### src/rtl/updown_count_param.sv
// updown_count_param: parametrised up/down modulo counter with enable,
// synchronous load, clock-enable prescaler and a one-cycle terminal-count pulse.
// Build option: define CNT_SATURATE_EN to saturate at 0 / MAX_VAL instead of
// wrapping; tc then pulses on every blocked step. Default build wraps.
module updown_count_param #(
  parameter int unsigned WIDTH    = 4,
  parameter int unsigned MAX_VAL  = 15,
  parameter int unsigned RST_VAL  = 15,
  parameter int unsigned PRESCALE = 1
) (
  input  logic             clk,
  input  logic             reset,
  input  logic             en,
  input  logic             up_dn,
  input  logic             load,
  input  logic [WIDTH-1:0] load_val,
  output logic [WIDTH-1:0] out,
  output logic             tc,
  output logic             zero
);

  // Prescaler needs at least one bit even when PRESCALE == 1.
  localparam int unsigned PW = (PRESCALE > 1) ? $clog2(PRESCALE) : 1;

  localparam logic [WIDTH-1:0] MAX_W    = WIDTH'(MAX_VAL);
  localparam logic [WIDTH-1:0] RST_W    = WIDTH'(RST_VAL);
  localparam logic [PW-1:0]    PRE_LAST = PW'(PRESCALE - 1);

  logic [WIDTH-1:0] cnt_q, cnt_d;
  logic [PW-1:0]    pre_q, pre_d;
  logic             tc_q, tc_d;
  logic             step;

  // Next-state: load beats counting; a step fires when the prescaler completes a phase.
  always_comb begin
    cnt_d = cnt_q;
    pre_d = pre_q;
    tc_d  = 1'b0;
    step  = 1'b0;

    if (load) begin
      cnt_d = (load_val > MAX_W) ? MAX_W : load_val;
      pre_d = '0;
    end else if (en) begin
      if (pre_q == PRE_LAST) begin
        pre_d = '0;
        step  = 1'b1;
      end else begin
        pre_d = pre_q + PW'(1);
      end
    end

    if (step) begin
      if (up_dn) begin
        if (cnt_q == MAX_W) begin
          tc_d = 1'b1;
`ifdef CNT_SATURATE_EN
          cnt_d = MAX_W;
`else
          cnt_d = '0;
`endif
        end else begin
          cnt_d = cnt_q + WIDTH'(1);
        end
      end else begin
        if (cnt_q == '0) begin
          tc_d = 1'b1;
`ifdef CNT_SATURATE_EN
          cnt_d = '0;
`else
          cnt_d = MAX_W;
`endif
        end else begin
          cnt_d = cnt_q - WIDTH'(1);
        end
      end
    end
  end

  // State register with synchronous active-high reset.
  always_ff @(posedge clk) begin
    if (reset) begin
      cnt_q <= RST_W;
      pre_q <= '0;
      tc_q  <= 1'b0;
    end else begin
      cnt_q <= cnt_d;
      pre_q <= pre_d;
      tc_q  <= tc_d;
    end
  end

  assign out  = cnt_q;
  assign tc   = tc_q;
  assign zero = (cnt_q == '0);

endmodule
### config.mk
export PLATFORM = sky130hd
export DESIGN_NAME = updown_count_param
export DESIGN_NICKNAME = d
export VERILOG_FILES = /design/src/rtl/updown_count_param.sv
export SDC_FILE = /design/constraint.sdc
export NUM_CORES = 1
export LEC_CHECK = 0
export ABC_AREA = 1
export CAP_MARGIN = 10
export CORE_AREA = 5 5 42 44
export DETAILED_ROUTE_END_ITERATION = 10
export DIE_AREA = 0 0 47 49
export GPL_TIMING_DRIVEN = 1
export SLEW_MARGIN = 40
export SYNTH_ARGS = -nofsm -noshare
export SYNTH_HDL_FRONTEND = slang
export SYNTH_SLANG_ARGS = --single-unit
### constraint.sdc
create_clock -name clk -period 1.2 [get_ports clk]
set_input_delay 0.24 -clock clk [delete_from_list [all_inputs] [get_ports clk]]
set_output_delay 0.24 -clock clk [all_outputs]
set_load 0.01 [all_outputs]
After elaboration in Yosys (flattened, before gate mapping)
Index checks and enable logic that the tools add are counted.
Word-level totals
  bits of input ports: 9
  register bits: 6
  word-level logic and storage cells: 26
Cells by class
  mux-type cells: 13
  magnitude comparators: 1
  reductions and logical operators: 4
  $add $sub $neg: 3
  bitwise logic cells: 1
  eq/ne operators: 1
Operator list (number)
  $mux W4: 6
  $mux W1: 7
  $add A4 B1 Y4 const B: 1
  $eq A4 B4 Y1 const B: 1
  $gt A4 B4 Y1 const B: 1
  $logic_not A4 Y1: 1
  $reduce_or A2 Y1: 2
  $sub A4 B1 Y4 const B: 1
  $reduce_bool A2 Y1: 1
  $add A1 B1 Y1 const B: 1
  $not A1 Y1: 1

Depth between registers and ports, before layout
Gate-level depths: netlist of the first run.
  depth in word-level cells: 5
  mapped depth: 8

Least setup slack after synthesis of the first run
No wires, ideal clock.
  path type: reg2reg
  from: register cnt_q[0] (netlist: out[0])
  to: register cnt_q[2] (netlist: out[2])
  cell stages (with the launch flop): 8
  slack: -0.083 ns
  required time: 1.075 ns
  library setup time: 0.125 ns
  arrival time: 1.158 ns
  cell sequence: dfxtp_1 inv_1 ha_1 inv_1 o21ai_0 xor2_1 nand2_1 nand2_1
On the way
  longest elaborated chain between the ends: 4
RTL lines
  from (decl): line 29  | logic [WIDTH-1:0] cnt_q, cnt_d;
  from (signal assigned): line 87  | cnt_q <= cnt_d;
  $sub A4 B1 Y4, or another cell as far along: line 74  | cnt_d = cnt_q - WIDTH'(1);
  $mux W4 (on tied branches): line 66, 55
  $mux W4 *: line 54  | if (up_dn) begin
  $mux W4 *: line 53  | if (step) begin
Mark *: on every way between the ends. The rest lies on a longest branch, timed or not.
A chain may end at the register's enable or synchronous reset.

Worst setup path in the final report of the first run
  from: register cnt_q[0] (netlist: out[0])
  to: output port zero
On the way
  longest elaborated chain between the ends: 1
RTL lines
  $logic_not A4 Y1: line 95  | assign zero = (cnt_q == '0);
  to (decl): line 19  | output logic zero
Every way passes these cells.

==> key figures, run 1 <==
Run status
  – Run status: finished with violations
  – Failing checks: negative setup slack

Clock tree
  – CTS buffer count: 3
  – CTS tree: yes
  – Clock-pin slew on the worst setup and hold paths: 0.04 ns
  – Later-pin clock latency in the skew report: approximately 0.25 ns
  – # Post-CTS Setup Buffers: 0
  – CTS H-Tree Depth: 1
  – CTS Buffer Depth: 2
  – Clk root buf: clkbuf_4
  – Sink Count: 5

Global routing
  – Met2 global-route usage: 15.4%
  – GR Overflow Total: 0
  – Largest net degree at the start of global routing: 7
  – M1 GR Usage: 10.3%
  – Met3 Usage GRT: 4.06%
  – First-pass GRT wire length: 1630 um
  – Most used routing layer: met2
  – Vias in the first global route: 377
  – Total track usage: 10.3%
  – Initial antenna violation count: 0

Worst setup path
  – Crit-path leading delay family: flip-flops
  – Slowest stage delay, CP: around 0.32 ns
  – Worst path bufs/invs: 3
  – R2R Setup Slk: -0.04 ns
  – Req. time, crit path: 0.96 ns
  – CP most frequent cell: inv_2
  – Register-to-Register Path Depth: 7
  – Reg2Reg Launch Point: out[0]
  – Crit-path max FO: 2
  – Setup CP Type: reg -> out
  – Startpoint types: flip-flop
  – CP max-delay cell: dfxtp_2
  – Critical R2R Capture: out[2]
  – CP Data Arrival Time: 1.05 ns
  – Setup crit end kind: output pin
  – CP Cell Sequence: inv_2 -> ha_4 -> inv_2 -> nor3_4 -> buf_2

STA
  – Part of the cycle the worst path needs: 107%
  – Endpoints failing hold: 0
  – Max-slew violations: 0
  – Min Tclk post-route: about 1.3 ns
  – Setup WS post-layout: -0.0889 ns
  – Worst-Margin Slew: 0.280 ns
  – FMAX: 0.776 GHz
  – Final Setup Violations: 3
  – Max-slew headroom: 81.1%
  – Clock skew: 0.00131 ns
  – Hold slack final: 0.586 ns
  – RSZ-0062 raised after global routing: yes

Final layout
  – Layout area overhead: 65.5%
  – Share of cells above drive strength 1: a little under a third
  – Fill cell total of the finished layout: around 160
  – Nets@finish: 88
  – FF/Latch Area: 104 sq um
  – Diode count: 0
  – Area of the multi-input gates: ~230 sq um

Yosys
  – FF+latch count, synth: 5
  – Post-synthesis sequential area ratio: 27.9%
  – Mapped cell area: 359 sq um
  – Syn Inst Count: 51
  – Syn Area/Cell: approximately 7.0 sq um
  – Synthesized net count: 62
  – Synth warnings: 0
  – Number of library cell types mapped by synthesis: 15

Pwr
  – Reg power frac: 33.6%
  – Switching Share: 30.7%
  – Psw: roughly 0.18 mW
  – Logic gate share of total power: about a third
  – Max IR drop VDD: 0.587 mV
  – Clk pwr share: 34.9%
  – Pleak: 0.290 nW
  – Design Power: 0.579 mW
  – PwrDens: 974 nW/um^2
  – P_int: ~0.4 mW

Floorplanning
  – I/O pins: 15
  – Site Rows: 14
  – Die Wd: roughly 47 um
  – Die Span Y: ~49 um
  – Initial Util: 25.6%
  – Core area: 1400 sq um
  – DIE AREA: 2300 sq um

Placement
  – DP HPWL: 775 um
  – Gpl congestion: 0.761
  – IO Port Bufs: 14

Job
  – Max-Cap Viols: 0

Drt
  – DRT Wirelength: ~1000 um
  – DR vias: 412
  – Drt first-iter violations: 1
  – DRC Markers: 0
  – Vias/cell: 4.48
  – DRT antenna net count: 0
  – Routed WL per cell: 10.7 um
  – DR pass1 iterations: 4

Hold path
  – Worst Hold Class: in -> reg
  – Worst hold path depth: 3
  – Hold Crit Start: load_val[1]
  – Hold Path End: out[1]
## area by class of cell
type | instances | area share, %
Tap cell | 16 | 3.37
Multi-Input combinational cell | 37 | 39.2
Clock buffer | 4 | 4.42
Inverter | 8 | 5.05
Timing Repair Buffer | 22 | 30.5
Sequential cell | 5 | 17.5
## cell usage in the layout (no fill, tap or decap)
cell type	n
nand2_1	15
clkdlybuf4s50_1	8
buf_4	8
inv_1	5
nand3_1	5
inv_2	3
nor2_1	3
clkbuf_4	3
dfxtp_2	3
dlygate4sd2_1	3
a21oi_1	2
o211ai_1	2
a221oi_1	2
xor2_1	2
dfxtp_1	2
buf_2	2
nor3_4	1
nand4_1	1
o21ai_0	1
nor4_2	1
ha_4	1
ha_2	1
clkbuf_1	1
clkbuf_2	1
## synth_stat cells
library cell | n | share of area, %
ha_1 | 2 | 7.0
nor2_1 | 3 | 3.1
o211ai_1 | 2 | 4.2
nor4_2 | 1 | 3.5
nand3_1 | 5 | 7.0
a21oi_1 | 2 | 2.8
nand4_1 | 1 | 1.7
o21ai_0 | 1 | 1.4
dfxtp_1 | 5 | 28
nor3_4 | 1 | 4.5
nand2_1 | 15 | 16
xor2_1 | 2 | 4.9
a221oi_1 | 2 | 4.9
inv_1 | 8 | 8.4
buf_6 | 1 | 3.1
## kinds of logic (layout without fill, tap and decap cells)
group | count (synthesis) | after routing | synth area share, %
adder cells (fa/ha/maj) | 2 | 2 | 6.97
XOR/XNOR | 2 | 2 | 4.88
AND/OR/NAND/NOR | 26 | 26 | 35.5
AO/OA/AOI/OAI | 7 | 7 | 13.2
buffers and inverters | 9 | 34 | 11.5
flip-flops | 5 | 5 | 27.9
## stage by stage
step                instance area [sq um]  setup TNS, ns  cells  setup slack, ns  utilization, %
finish                                594         -0.143     92          -0.0889            42.4
global route                          594         -0.445     92           -0.173            42.4
CTS                                   606         -0.131     92          -0.0995            43.2
detailed placement                    571         -0.897     88           -0.280            40.7
global placement                      571         -0.961     88           -0.262            40.7
floorplan                             362              0     51          0.00799               -
## worst max path at each step
stage / start / to / cells past startpoint
6_report: out[0] / zero / 5
5_1_grt: out[0] / zero / 5
3_5_place_dp: out[0] / zero / 5
3_3_place_gp: out[0] / zero / 5
2_1_floorplan: out[0] / out[2] / 7
4_1_cts: out[0] / zero / 5
## registers in the layout, indices dropped and copies added (netlist names)
register,flops
tc,1
out,4
## repair_timing
item / CTS / global route
resized for setup: 19 / 2
pin swaps: 1 / 0
setup endpoints to repair: 8 / 6
hold buffers: 0 / 0
## per-layer routing
| layer | up-vias | part of all wire [%] |
|---|---|---|
| met5 | - | 0 |
| li1 | 218 | - |
| met2 | 19 | 49 |
| met3 | 5 | 9.9 |
| met4 | 0 | 4.3 |
| met1 | 170 | 37 |
## power by group through the flow
stage / Combinational, mW / Clock (mW) / Sequential [mW]
4_1_cts: 0.187 / 0.208 / 0.195
3_5_place_dp: 0.185 / 0 / 0.196
5_1_grt: 0.203 / 0.228 / 0.197
6_report: 0.183 / 0.202 / 0.194
2_1_floorplan: 0.0796 / 0 / 0.206
3_3_place_gp: 0.185 / 0 / 0.196
## worst min-delay path, delay by kind of cell
kind                   cells  cell delay (ns)
and+or+nand+nor            1             0.05
AOI/OAI and AO/OA          1             0.09
buffers and inverters      1             0.39
Power figures use the tool's default switching activity.
==> inputs of run 2 (changes only) <==
--- a/config.mk
+++ b/config.mk
@@ -6,7 +6,7 @@
 export NUM_CORES = 1
 export LEC_CHECK = 0
 export ABC_AREA = 1
-export CAP_MARGIN = 10
+export CAP_MARGIN = 40
 export CORE_AREA = 5 5 42 44
 export DETAILED_ROUTE_END_ITERATION = 10
 export DIE_AREA = 0 0 47 49
==> results of run 2 <==
No change in the layout: final DEF, timing and power equal those of run 1.
==> RTL edit (settings of run 1) <==
Add a define of `CNT_SATURATE_EN`.
--- a/src/rtl/updown_count_param.sv
+++ b/src/rtl/updown_count_param.sv
@@ -2,6 +2,8 @@
 // synchronous load, clock-enable prescaler and a one-cycle terminal-count pulse.
 // Build option: define CNT_SATURATE_EN to saturate at 0 / MAX_VAL instead of
 // wrapping; tc then pulses on every blocked step. Default build wraps.
+`define CNT_SATURATE_EN
+
 module updown_count_param #(
   parameter int unsigned WIDTH    = 4,
   parameter int unsigned MAX_VAL  = 15,
Formal check against the unedited RTL: not equivalent (Yosys sat finds a counterexample within 4 cycles, from zero or initial values and one cycle with reset high).
==> RTL edit against run 1 <==
- the flow still finishes with violations (negative setup slack)
- design area is 23% higher
- worst setup slack better by 0.053 ns
- first-iteration DRC count grew to 8.0 times the old value
- area after synthesis is 13% higher
- routed wire length is 28% higher
- sequential cell count stayed put
- total power is 9.6% higher
==> RTL edit: results (changes against run 1) <==
Run status
  – Outcome: finished, violations left
  – Failing checks: negative setup slack

Clock tree
  – Clock-pin slew on the worst setup and hold paths: 0.04 ns (about the same)
  – H-tree levels: 1 (unchanged)
  – Clock root cell: clkbuf_4
  – Skew-Pair Late Insertion Delay: 0.24 ns
  – Num CTS Buffers: 3 (unchanged)
  – Max clock buf depth: 2 (unchanged)

Critical path
  – Worst R2R Setup Slack: 0.03 ns (+0.07 ns)
  – R2R Path End: out[3]$_SDFFE_PP1P_
  – Crit Path Max Fanout: 2 (unchanged)
  – Reg2reg path depth: 8 (+1)
  – Critical path endpoint: zero
  – Slowest stage delay, CP: 0.32 ns (about the same)
  – FF-to-FF Start: out[1]$_SDFFE_PP1P_
  – Crit path DAT: 1.00 ns (-0.05 ns)
  – CP max-delay cell: dfxtp_2
  – Crit. Startpoint: out[0]$_SDFFE_PP1P_

STA
  – Setup TNS: -0.0355 ns (+0.107 ns)
  – Final Worst Setup Slack: -0.0355 ns (+0.0534 ns)
  – Worst-margin pin slew: 0.187 ns (-0.0926 ns)
  – Setup-failing EPs final: 1 (-2)
  – Clk_skew: 0.000915 ns (-0.000391 ns)

Hold path
  – Worst hold path class: primary input to register
  – WHS Path Cells: 3 (unchanged)

Synth
  – Part of the Yosys area used for sequential elements: 0.246 (-0.0326)
  – Synth area leaders: dfxtp_1, nand2_1, ha_1, nand3_1, nor2_1
  – Most used flip-flop cell after synthesis: dfxtp_1
  – Synth unique cells: 18 (+3)
  – Post-synth net total: 76 (+23%)
  – Yosys warning total: 0 (unchanged)
  – Synth cell count leaders: nand2_1, nor2_1, inv_1, nand3_1
  – FFs w/ async S/R, synth: 0 (unchanged)

Global route
  – Vias in the first global route: 468 (+24%)
  – First-pass GRT wire length: 1950 um (+20%)
  – Initial antenna violation count: 0 (unchanged)
  – All-layer global routing usage: 0.125 (+0.0218)
  – Largest net degree at the start of global routing: 8 (+1)

Drt
  – Total wire length: 1260 um (+28%)
  – Vias: 524 (+27%)
  – DR iter-0 viols: 8 (+7)
  – Drt pass-1 iters: 4 (unchanged)

Finish
  – Nets: 108 (+23%)
  – Diode count: 0 (unchanged)
  – Layout cells sized above 1: 0.400 (+0.0842)
  – Fillers: 156 (-0.64%)
  – Max reg flops: 4 (unchanged)

Place
  – Dpl cell area: 639 sq um (+12%)
  – Post-place setup slack: -0.241 ns (+0.0389 ns)
  – HPWL Detailed: 943 um (+22%)
  – Final RePlAce weighted congestion: 0.774 (+1.6%)
  – Port bufs: 14 (unchanged)

Power and ir drop
  – Leakage Power: 0.000347 uW (+20%)
  – Worst IR Drop VDD: 0.000522 V (-11%)
## RTL edit: changes by cell type in the layout (fill, tap and decap cells not counted), sizes merged, moves of 2 or more
cell / delta
a221oi: -2
a21oi: +3
nor2: +6
o21ai: +3
a211oi: +2
xor2: -2
buf: +5
## RTL edit: layer usage
layer,global-route usage,vias up,share of wire
li1,-,270,-
met1,0.125,228,0.37
met2,0.183,17,0.52
met3,0.0332,9,0.038
met4,0.143,0,0.075
met5,0,-,0
## RTL edit: how the worst min path moves through the flow
| stage | startpoint | end | slack (ns) |
|---|---|---|---|
| 3_3_place_gp | out[0]$_SDFFE_PP1P_ | out[0]$_SDFFE_PP1P_ | 0.65 |
| 3_5_place_dp | out[0]$_SDFFE_PP1P_ | out[0]$_SDFFE_PP1P_ | 0.66 |
| 4_1_cts | load_val[2] | out[2]$_SDFFE_PP1P_ | 0.58 |
| 5_1_grt | load_val[1] | out[1]$_SDFFE_PP1P_ | 0.59 |
| 6_report | load_val[1] | out[1]$_SDFFE_PP1P_ | 0.59 |
| 2_1_floorplan | reset | out[1]$_SDFFE_PP1P_ | 0.34 |
## RTL edit: final cells by class
cell class	instances	area share
multi-input combinational	49	0.417
timing repair buffer	28	0.332
sequential	5	0.142
inverter	9	0.0462
clock buffer	4	0.0359
tap	16	0.0274
## RTL edit: what timing repair did
action / CTS / global route
setup buffers: 0 / 3
setup endpoints to repair: 8 / 7
resized for setup: 15 / 15
pin swaps: 2 / 2
hold buffers: 0 / 0
## RTL edit: critical path: cells and delay by family, from the launching register on
family / cells / cell delay, ns
adders and majority gates: 1 / 0.16
buffers and inverters: 3 / 0.20
DFF: 1 / 0.32
and+or+nand+nor: 1 / 0.07
## RTL edit: cell families (layout without fill, tap and decap cells)
logic type,count (synthesis),after routing,share of synthesized area
simple gates,32,32,0.345
compound gates,13,13,0.185
buf+inv,10,41,0.111
flops,5,5,0.246
fa+ha+maj,3,3,0.0923
xor+xnor,1,1,0.0215
## RTL edit: metrics by stage
step	util	cells	hold slack, ns
3_5_place_dp	0.456	104	0.660
4_1_cts	0.481	108	0.584
2_1_floorplan	-	64	0.338
3_3_place_gp	0.456	104	0.652
5_1_grt	0.522	111	0.588
6_report	0.522	111	0.591
## RTL edit: power breakdown
part           internal [uW]  switching, uW  total (uW)
Combinational            129            122         252
Sequential               181           9.74         191
Clock                    126           66.4         192
Total                    436            198         635
